$ cat config.mk
export PLATFORM = sky130hd
export DESIGN_NAME = multicycle_controller
export DESIGN_NICKNAME = d
export VERILOG_FILES = /design/src/rtl/multicycle_controller.sv
export SDC_FILE = /design/constraint.sdc
export NUM_CORES = 1
export LEC_CHECK = 0
export BUFFER_PORTS_ARGS = -buffer_cell sky130_fd_sc_hd__buf_2
export CELL_PAD_IN_SITES_DETAIL_PLACEMENT = 1
export CELL_PAD_IN_SITES_GLOBAL_PLACEMENT = 2
export CORE_ASPECT_RATIO = 0.7
export CORE_MARGIN = 2
export CORE_UTILIZATION = 18
export DETAILED_ROUTE_END_ITERATION = 7
export HOLD_SLACK_MARGIN = 0.03
export PLACE_DENSITY_LB_ADDON = 0.1
export RECOVER_POWER = 100
export SETUP_SLACK_MARGIN = 0.2
export SLEW_MARGIN = 30
export SYNTH_ARGS = -nofsm -noshare
export SYNTH_HDL_FRONTEND = slang
export SYNTH_SLANG_ARGS = --single-unit
$ cat constraint.sdc
create_clock -name clk -period 2.2 [get_ports clk]
set_input_delay 0.33 -clock clk [delete_from_list [all_inputs] [get_ports clk]]
set_output_delay 0.33 -clock clk [all_outputs]
set_load 0.03 [all_outputs]
$ cat src/rtl/multicycle_controller.sv
// Multicycle control FSM for the 16-bit Bananachine datapath: sequences
// fetch/decode/execute/memory phases and drives all datapath selects.
module multicycle_controller #(
  parameter int WIDTH         = 16,
  parameter int OP_BITS       = 4,
  parameter int ALU_CONT_BITS = 6
) (
  input  logic                     clk,
  input  logic                     reset,
  input  logic [OP_BITS-1:0]       op_code,
  input  logic [OP_BITS-1:0]       ext_op_code,
  input  logic [OP_BITS-1:0]       A_index,
  input  logic [WIDTH-1:0]         psr_flags,
  input  logic                     mem_ready,
  output logic                     mem_req,
  output logic                     mem_we,
  output logic                     mem_addr_src,
  output logic                     ir_load,
  output logic                     alu_A_src,
  output logic                     alu_B_src,
  output logic [ALU_CONT_BITS-1:0] alu_cont,
  output logic                     reg_write,
  output logic [1:0]               reg_write_src,
  output logic                     psr_write,
  output logic                     pc_en,
  output logic [1:0]               pc_src,
  output logic                     instr_done,
  output logic [1:0]               state_out
);

  typedef enum logic [1:0] {
    S_FETCH  = 2'b00,
    S_DECODE = 2'b01,
    S_EXEC   = 2'b10,
    S_MEM    = 2'b11
  } state_t;

  localparam logic [OP_BITS-1:0] OP_RTYPE  = OP_BITS'(0);
  localparam logic [OP_BITS-1:0] OP_SPEC   = OP_BITS'(4);
  localparam logic [OP_BITS-1:0] OP_SHIFT  = OP_BITS'(8);
  localparam logic [OP_BITS-1:0] OP_BCOND  = OP_BITS'(12);
  localparam logic [OP_BITS-1:0] OP_LUI    = OP_BITS'(15);
  localparam logic [OP_BITS-1:0] EXT_LOAD  = OP_BITS'(0);
  localparam logic [OP_BITS-1:0] EXT_STOR  = OP_BITS'(4);
  localparam logic [OP_BITS-1:0] EXT_JAL   = OP_BITS'(8);
  localparam logic [OP_BITS-1:0] EXT_JCOND = OP_BITS'(12);

  state_t r_state;
  state_t w_next;
  logic   w_is_mem;
  logic   w_cond;
  logic   w_unused;

  // Only C, L, F, Z and N are consulted; the remaining PSR bits are don't-care.
  assign w_unused = &{1'b0, psr_flags};

  function automatic logic cond_true(input logic [3:0] c, input logic [WIDTH-1:0] f);
    logic fc, fl, ff, fz, fn;
    fc = f[0];
    fl = f[2];
    ff = f[5];
    fz = f[6];
    fn = f[7];
    case (c)
      4'b0000: cond_true = fz;
      4'b0001: cond_true = ~fz;
      4'b0010: cond_true = fc;
      4'b0011: cond_true = ~fc;
      4'b0100: cond_true = fl;
      4'b0101: cond_true = ~fl;
      4'b0110: cond_true = fn;
      4'b0111: cond_true = ~fn;
      4'b1000: cond_true = ff;
      4'b1001: cond_true = ~ff;
      4'b1010: cond_true = ~fl & ~fz;
      4'b1011: cond_true = fl | fz;
      4'b1100: cond_true = ~fn & ~fz;
      4'b1101: cond_true = fn | fz;
      4'b1110: cond_true = 1'b1;
      default: cond_true = 1'b0;
    endcase
  endfunction

  // ALU control word: 2-bit class prefix over the op field, upper bits zero.
  function automatic logic [ALU_CONT_BITS-1:0] alu_code(input logic [1:0] pfx,
                                                        input logic [OP_BITS-1:0] code);
    alu_code = '0;
    alu_code[OP_BITS+1:0] = {pfx, code};
  endfunction

  assign w_is_mem = (op_code == OP_SPEC) &&
                    ((ext_op_code == EXT_LOAD) || (ext_op_code == EXT_STOR));
  assign w_cond   = cond_true(A_index[3:0], psr_flags);

  always_ff @(posedge clk) begin
    if (!reset) r_state <= S_FETCH;
    else        r_state <= w_next;
  end

  always_comb begin
    w_next = r_state;
    case (r_state)
      S_FETCH:  if (mem_ready) w_next = S_DECODE;
      S_DECODE: w_next = w_is_mem ? S_MEM : S_EXEC;
      S_EXEC:   w_next = S_FETCH;
      S_MEM:    if (mem_ready) w_next = S_FETCH;
      default:  w_next = S_FETCH;
    endcase
  end

  always_comb begin
    mem_req       = 1'b0;
    mem_we        = 1'b0;
    mem_addr_src  = 1'b0;
    ir_load       = 1'b0;
    alu_A_src     = 1'b0;
    alu_B_src     = 1'b0;
    alu_cont      = '0;
    reg_write     = 1'b0;
    reg_write_src = 2'b00;
    psr_write     = 1'b0;
    pc_en         = 1'b0;
    pc_src        = 2'b00;
    instr_done    = 1'b0;
    state_out     = 2'b00;
    if (reset) begin
      state_out = r_state;
      case (r_state)
        S_FETCH: begin
          mem_req = 1'b1;
          ir_load = mem_ready;
        end
        S_EXEC: begin
          pc_en      = 1'b1;
          instr_done = 1'b1;
          case (op_code)
            OP_RTYPE: begin
              alu_A_src = 1'b1;
              alu_cont  = alu_code(2'b00, ext_op_code);
              reg_write = 1'b1;
              psr_write = 1'b1;
            end
            OP_SHIFT: begin
              alu_A_src = 1'b1;
              alu_B_src = ext_op_code[0];
              alu_cont  = alu_code(2'b10, ext_op_code);
              reg_write = 1'b1;
              psr_write = 1'b1;
            end
            OP_LUI: begin
              alu_B_src = 1'b1;
              alu_cont  = alu_code(2'b11, OP_BITS'(15));
              reg_write = 1'b1;
            end
            OP_BCOND: pc_src = w_cond ? 2'b10 : 2'b00;
            OP_SPEC: begin
              if (ext_op_code == EXT_JAL) begin
                reg_write     = 1'b1;
                reg_write_src = 2'b10;
                pc_src        = 2'b01;
              end else if (ext_op_code == EXT_JCOND) begin
                pc_src = w_cond ? 2'b01 : 2'b00;
              end
            end
            default: begin
              alu_A_src = 1'b1;
              alu_B_src = 1'b1;
              alu_cont  = alu_code(2'b00, op_code);
              reg_write = 1'b1;
              psr_write = 1'b1;
            end
          endcase
        end
        S_MEM: begin
          mem_req      = 1'b1;
          mem_addr_src = 1'b1;
          mem_we       = (ext_op_code == EXT_STOR);
          if (mem_ready) begin
            if (ext_op_code == EXT_LOAD) begin
              reg_write     = 1'b1;
              reg_write_src = 2'b01;
            end
            pc_en      = 1'b1;
            instr_done = 1'b1;
          end
        end
        default: ;
      endcase
    end
  end

endmodule

* After elaboration in Yosys (flattened, before gate mapping)
Cells that the tools add are included.
** Cells by class
- Add/subtract/negate cells :: 0
- Multipliers :: 0
- Div/mod/pow operators :: 0
- $lt $le $gt $ge :: 0
- Equality and inequality tests :: 26
- Shifts and indexed selects :: 0
- Muxes and demuxes :: 45
- Bitwise operators :: 9
- Reductions and logical operators :: 11
** Operators with widths (count)
- $eq A4 B4 Y1 const B :: 12
- $mux W1 :: 25
- $eq A4 B3 Y1 const B :: 6
- $pmux W6 S4 :: 1
- $mux W2 :: 9
- $pmux W1 S15 :: 1
- $logic_not A4 Y1 :: 3
- $mux W6 :: 2
- $eq A4 B2 Y1 const B :: 2
- $pmux W1 S2 :: 4
- $pmux W2 S2 :: 2
- $pmux W2 S4 :: 1
- $reduce_or A3 Y1 :: 2
- $not A1 Y1 :: 5
- $eq A2 B2 Y1 const B :: 2
- $eq A4 B1 Y1 const B :: 1
- $ne A2 B2 Y1 const B :: 2
- $reduce_or A2 Y1 :: 2
- $and A1 B1 Y1 :: 2
- $eq A2 B1 Y1 const B :: 1
- $logic_not A2 Y1 :: 1
- $or A1 B1 Y1 :: 2
- $reduce_and A2 Y1 :: 1
- $logic_and A1 B1 Y1 :: 1
- $logic_or A1 B1 Y1 :: 1
** Word-level totals
- Flip-flop bits (word level) :: 2
- Latch bits :: 0
- RAM bits :: 0
- Bits in read-only memories :: 0
- Bits of input ports :: 31
- Output and inout bits :: 22
- Word-level logic and storage cells :: 92
- Memories kept :: 0

* Longest topological paths before layout
Gate-level depths: netlist of the first run.
- Word-level depth :: 9
- Mapped depth :: 7
- Mapped depth without buffers :: 7

* Worst setup path before layout of the first run
OpenSTA, ideal clock, no wires.
- Path type :: input to output
- From :: input A_index[0]
- To :: output pc_src[1]
- Arrival :: 1.759 ns
- Required time :: 1.870 ns
- Slack :: 0.111 ns
- Stages :: 6
- Path buffers :: 1
- Cells stage by stage :: buf_2 > nor3b_1 > a21oi_1 > nor3_1 > nor3_2 > a311oi_1
** Between the ends
- Word-level cells in the longest chain between the ends :: 6
- Elaborated cells between the ends (all ways) :: 20
- Classes of those cells :: eq/ne: 14; mux: 5; reduce/logical: 1
** RTL lines
- start: declaration :: line 12 : input logic [OP_BITS-1:0] A_index,
- $eq A4 B4 Y1, or another cell as far along :: line 64 : case (c)
- $pmux W1 S15 * :: line 64
- $mux W2 * :: line 155 : OP_BCOND: pc_src = w_cond ? 2'b10 : 2'b00;
- $pmux W2 S2 * :: line 136 : case (op_code)
- $mux W2 * :: line 128 : case (r_state)
- $mux W2 * :: line 126 : if (reset) begin
- end: declaration :: line 26 : output logic [1:0] pc_src,
Mark *: on every way between the ends. The rest lies on a longest branch, timed or not.

* Worst setup path after layout of the first run
- From :: input A_index[2]
- To :: output pc_src[1]
Same word-level chain as after synthesis.

==> results.yml, run 1 <==
hold_path:
  min_path_type: "in -> reg"
finish:
  largest_reg_flops: 2
  drive_gt1_frac: 0.243
  nets: 178
  final_area_um2: 930
  fin_cells: 187
  syn2layout_area_growth_pct: 48.9
  diodes: 0
  reg_top3: "r_state (2)"
  fin_util: 0.288
  regMostFlops: "r_state"
timing:
  tns_ns: 0
  fin_ws_ns: 0.243
  fmax_mhz: 511
  rsz0062_at_grt: "no"
  finalCriticalPeriod_ns: 1.96
  whs_ns: 0.475
  setup_viol: 0
  timing.final.crit_share: 0.890
  finalHoldViolCount: 0
  fin_skew_ns: 0.000285
  max_slew_margin: 0.754
  maxSlewViolCount: 0
  worst_pin_slew_ns: 0.364
critical_path:
  rrSetupSlack_ns: 0.79
  critPathLaunchType: "input pin"
  slowest_delay_ns: 0.32
  crit_path_max_fanout: 6
  arrival_ns: 1.63
  reg2reg_depth: 7
  critPathKind: "in -> out"
  crit_required_ns: 1.87
  crit_slowest_cell: "o311a_1"
  reg2reg_from: "r_state[0]"
  crit_start: "A_index[2]"
  timing.rr.end: "r_state[0]"
  path_cells: "buf_4 -> nand2b_4 -> and3_1 -> o311a_1 -> nor3_4 -> a311oi_2 -> clkbuf_2"
  critPathCapture: "pc_src[1]"
  endpoint_kind: "output pin"
logic_synthesis:
  synth_most_common_cell: "nor2_1"
  synth_area_per_cell_um2: 6.06
  syn_area_um2: 624
  yosys_warnings: 0
  ys.flop_type: "dfxtp_1"
  yosysTopAreaCell: "ha_1"
  synth_top_area_share: 0.100
  synthCells: 103
  synth-seq-area-share: 0.0641
  ys_seq_elements: 2
  synth.area.top_cells: "ha_1 10%, nor2_1 7.8%, a21oi_1 7.2%, dfxtp_1 6.4%, o21ai_0 6.4%"
  ys_top_cells_by_count: "13 x nor2_1, 10 x nand2_1, 9 x a21oi_1"
  synth_nets: 139
  synth-edff-count: 0
  async_flop_share: 0
  synth_cell_type_count: 32
place:
  placed_cell_area_um2: 867
  gp_congestion: 0.770
  dp.cells: 184
  post-place-ws_ns: 0.107
  hpwlAfterDp_um: 1820
  portBuffers: 41
floorplan:
  die_x_um: 74.4
  core_um2: 3230
  io_pins: 53
  initial_core_util: 0.193
  die_y_um: 53.3
  rows: 17
  die-area_um2: 3960
clock_tree:
  cts_setup_buffers: 0
  holdBufCountCts: 0
  cts-buffers-inserted: 3
  cts_sinks: 2
  h-tree-depth: 1
  clk_pin_slew_ns: 0.03
  clkLatencyLatePin_ns: 0.20
  clk_path_buf_depth: 2
  root_buffer: "clkbuf_8"
  cts_tree: "done"
route:
  drtIter0Drc: 22
  via_per_inst: 4.48
  drt-wirelength-per-cell_um: 11.9
  drc: 0
  first_pass_iters: 3
  routed-via-count: 838
  wl_um: 2220
  final_antenna_net_count: 0
pwr:
  ir_drop_mv: 0.399
  power_density_nw_per_um2: 499
  finalPower_mw: 0.463
  p_leak_nw: 0.379
global_route:
  grt_max_degree: 11
  grt_usage: 0.116
  grt_pass1_wl_um: 3640
  grt.overflow.total: 0
  antenna_found_initial: 0
  grt_pass1_vias: 836
run:
  drv_cap: 0
outcome:
  status: "completed"
==> cell type report <==
class                      instances  area (µm²)
clock buffer                       3        41.3
fill                             445        2300
inverter                           6        22.5
multi-input combinational         87         569
sequential                         2        40.0
tap                               47        58.8
timing repair buffer              42         198
==> worst max-delay path: cells and delay by family <==
family	cells	cell delay, ns
AO/OA/AOI/OAI	2	0.44
buffers and inverters	2	0.34
AND/OR/NAND/NOR	3	0.51
==> cell usage in the layout (no fill, tap or decap), types with 2 or more instances in the layout <==
cell type	synthesis	final
o22ai_1	2	2
nor2b_1	3	3
and3_1	2	2
a21oi_1	9	9
and2_1	3	3
ha_1	5	4
or3_1	2	2
buf_2	2	19
nand3_1	5	5
dfxtp_1	2	2
nand3b_1	3	3
clkbuf_1	4	19
nor3_2	1	2
nand2b_4	0	2
o21ai_0	8	8
inv_1	6	6
nand2_1	10	10
buf_4	2	2
nor3b_1	3	3
clkbuf_8	0	3
xor2_1	2	2
nor3_1	4	2
nor2_1	13	13
==> routing by layer <==
layer | part of all wire | track usage | vias up
met5 | 0 | 0 | -
met4 | 0 | 0.0268 | 0
met3 | 0.056 | 0.00762 | 0
met2 | 0.44 | 0.201 | 21
met1 | 0.50 | 0.158 | 383
li1 | - | - | 434
==> worst min path at each step <==
stage,depth (start not counted),slack [ns],end,from
after CTS,2,0.48,r_state[1],reset
after floorplan,2,0.52,r_state[0],r_state[0]
after global placement,2,0.57,r_state[0],r_state[0]
after global routing,2,0.49,r_state[1],reset
final,2,0.47,r_state[1],reset
after detailed placement,2,0.58,r_state[0],r_state[0]
==> what timing repair did <==
action	in CTS	in global routing
pin swaps	1	3
gates resized for setup	3	10
endpoints found under the setup margin	2	3
==> power by group <==
part	total, mW	internal, mW	leakage, nW	switching [mW]
clock	0.138	0.115	0.0216	0.0231
combinational	0.265	0.0871	0.341	0.178
sequential	0.0604	0.0472	0.0165	0.0132
==> kinds of logic after synthesis <==
group,Yosys count,share of synthesized area
AOI/OAI and AO/OA,26,0.249
and+or+nand+nor,53,0.443
DFF,2,0.0641
muxes,1,0.0160
xor gates and xnor gates,2,0.0281
buffers and inverters,14,0.100
adders and majority gates,5,0.100
No activity file was read; power rests on OpenSTA's default activity.
==> run 2: changes to the inputs <==
--- a/config.mk
+++ b/config.mk
@@ -9,8 +9,7 @@
 export CELL_PAD_IN_SITES_DETAIL_PLACEMENT = 1
 export CELL_PAD_IN_SITES_GLOBAL_PLACEMENT = 2
 export CORE_ASPECT_RATIO = 0.7
-export CORE_MARGIN = 2
-export CORE_UTILIZATION = 18
+export CORE_UTILIZATION = 16
 export DETAILED_ROUTE_END_ITERATION = 7
 export HOLD_SLACK_MARGIN = 0.03
 export PLACE_DENSITY_LB_ADDON = 0.1
==> constraint.sdc (replaced) <==
create_clock -name clk -period 1.99 [get_ports clk]
set_input_delay 0.2985 -clock clk [delete_from_list [all_inputs] [get_ports clk]]
set_output_delay 0.2985 -clock clk [all_outputs]
set_load 0.03 [all_outputs]
==> results.yml, run 2 (same netlist as run 1, synthesis figures left out) <==
outcome:
  status: "completed"
global_route:
  grt_pass1_wl_um: 3820
  grt_usage: 0.114
  grt_pass1_vias: 820
  grt.overflow.total: 0
  antenna_found_initial: 0
  grt_max_degree: 11
place:
  hpwlAfterDp_um: 1920
  post-place-ws_ns: -0.00881
  gp_congestion: 0.734
  portBuffers: 41
finish:
  nFillCells: 459
  nets: 184
  mostFrequentLayoutCells: "20 x clkbuf_1, 15 x buf_2, 13 x nor2_1"
  final_common_cell: "clkbuf_1"
  regMostFlops: "r_state"
  regArea_um2: 41.3
  multi_input_area_um2: 653
  reg_top3: "r_state (2)"
  drive_gt1_frac: 0.390
  syn2layout_area_growth_pct: 73.5
  diodes: 0
  largest_reg_flops: 2
timing:
  max_slew_margin: 0.745
  finalCriticalPeriod_ns: 1.90
  setup_viol: 0
  worst_pin_slew_ns: 0.384
  finalHoldViolCount: 0
  fin_ws_ns: 0.0886
  fmax_mhz: 526
  maxSlewViolCount: 0
  rsz0062_at_grt: "yes"
  whs_ns: 0.441
  timing.final.crit_share: 0.955
  fin_skew_ns: 0.00167
critical_path:
  critPathCapture: "pc_src[1]"
  crit_start: "A_index[2]"
  critPathKind: "in -> out"
  critPathLaunchType: "input pin"
  crit_required_ns: 1.69
  reg2reg_depth: 7
  endpoint_kind: "output pin"
  reg2reg_from: "r_state[1]"
  arrival_ns: 1.60
  timing.rr.end: "r_state[0]"
  rrSetupSlack_ns: 0.60
  crit_path_max_fanout: 3
pwr:
  ir_drop_mv: 0.246
  power_density_nw_per_um2: 515
  p_leak_nw: 0.425
clock_tree:
  root_buffer: "clkbuf_8"
  cts_sinks: 2
  holdBufCountCts: 0
  cts_tree: "done"
  cts-buffers-inserted: 3
  clkLatencyLatePin_ns: 0.21
  clk_pin_slew_ns: 0.03
  clk_path_buf_depth: 2
  h-tree-depth: 1
floorplan:
  die_x_um: 76.7
  rows: 18
  die-area_um2: 4160
  core_um2: 3630
  die_y_um: 54.3
  initial_core_util: 0.172
  io_pins: 53
route:
  first_pass_iters: 2
  routed-via-count: 874
  via_per_inst: 4.46
  final_antenna_net_count: 0
  wl_um: 2430
  drt-wirelength-per-cell_um: 12.4
  drtIter0Drc: 27
  drc: 0
run:
  drv_cap: 0
hold_path:
  min_path_type: "in -> reg"
[run 2: cell count changes in the layout (fill, tap and decap cells not counted), moves of 2 or more]
cell     before  now
buf_4         2   10
buf_2        19   15
a21oi_1       9    7
a21oi_2       0    2
nor3_2        2    4
nor3b_1       3    1
nor3b_2       0    2
o22ai_1       2    0
o22ai_2       0    2
[run 2: what timing repair did]
item / CTS / global route
buffers inserted: 1 / 0
setup endpoints to repair: 7 / 15
resized for setup: 15 / 21
pin swaps: 5 / 6
[run 2: routing by layer]
layer / wire length [µm] / share of wire / vias up / GRT usage
met1: 1190 / 0.49 / 406 / 0.146
met5: 0 / 0 / - / 0
met2: 1130 / 0.47 / 23 / 0.198
met4: 0 / 0 / 0 / 0.0192
met3: 108 / 0.044 / 0 / 0.0317
li1: - / - / 445 / -
[run 2: worst min-delay path by stage]
stage                     slack, ns        from  cells past startpoint         end
after floorplan                0.52  r_state[0]                      2  r_state[0]
after global placement         0.58  r_state[0]                      2  r_state[0]
after detailed placement       0.61  r_state[0]                      2  r_state[0]
after CTS                      0.44       reset                      2  r_state[1]
after global routing           0.46       reset                      2  r_state[1]
final                          0.44       reset                      2  r_state[1]
[run 2: report_power, final]
group / internal (mW) / switching, mW
Combinational: 0.119 / 0.211
Sequential: 0.0539 / 0.0164
Clock: 0.128 / 0.0304
[run 2: through the flow]
stage	std cells	area, µm²	util	setup TNS, ns	power, mW
after global placement	192	921	0.254	-0.00398	0.369
final	196	1080	0.299	0	0.559
after CTS	196	1030	0.285	0	0.560
after floorplan	103	648	-	0	0.272
after detailed placement	192	921	0.254	-0.00881	0.378
after global routing	196	1080	0.299	0	0.609
[run 2: cell type report]
cell class,count,area share
tap,50,0.0577
inverter,6,0.0208
sequential,2,0.0381
timing repair buffer,48,0.242
multi-input combinational,87,0.603
clock buffer,3,0.0381
[run 2: critical path: stages]
cell      delay [ns]
buf_8           0.10
nand2b_4        0.13
and3_4          0.17
o311a_4         0.31
nor3_2          0.26
a311oi_2        0.14
buf_4           0.19
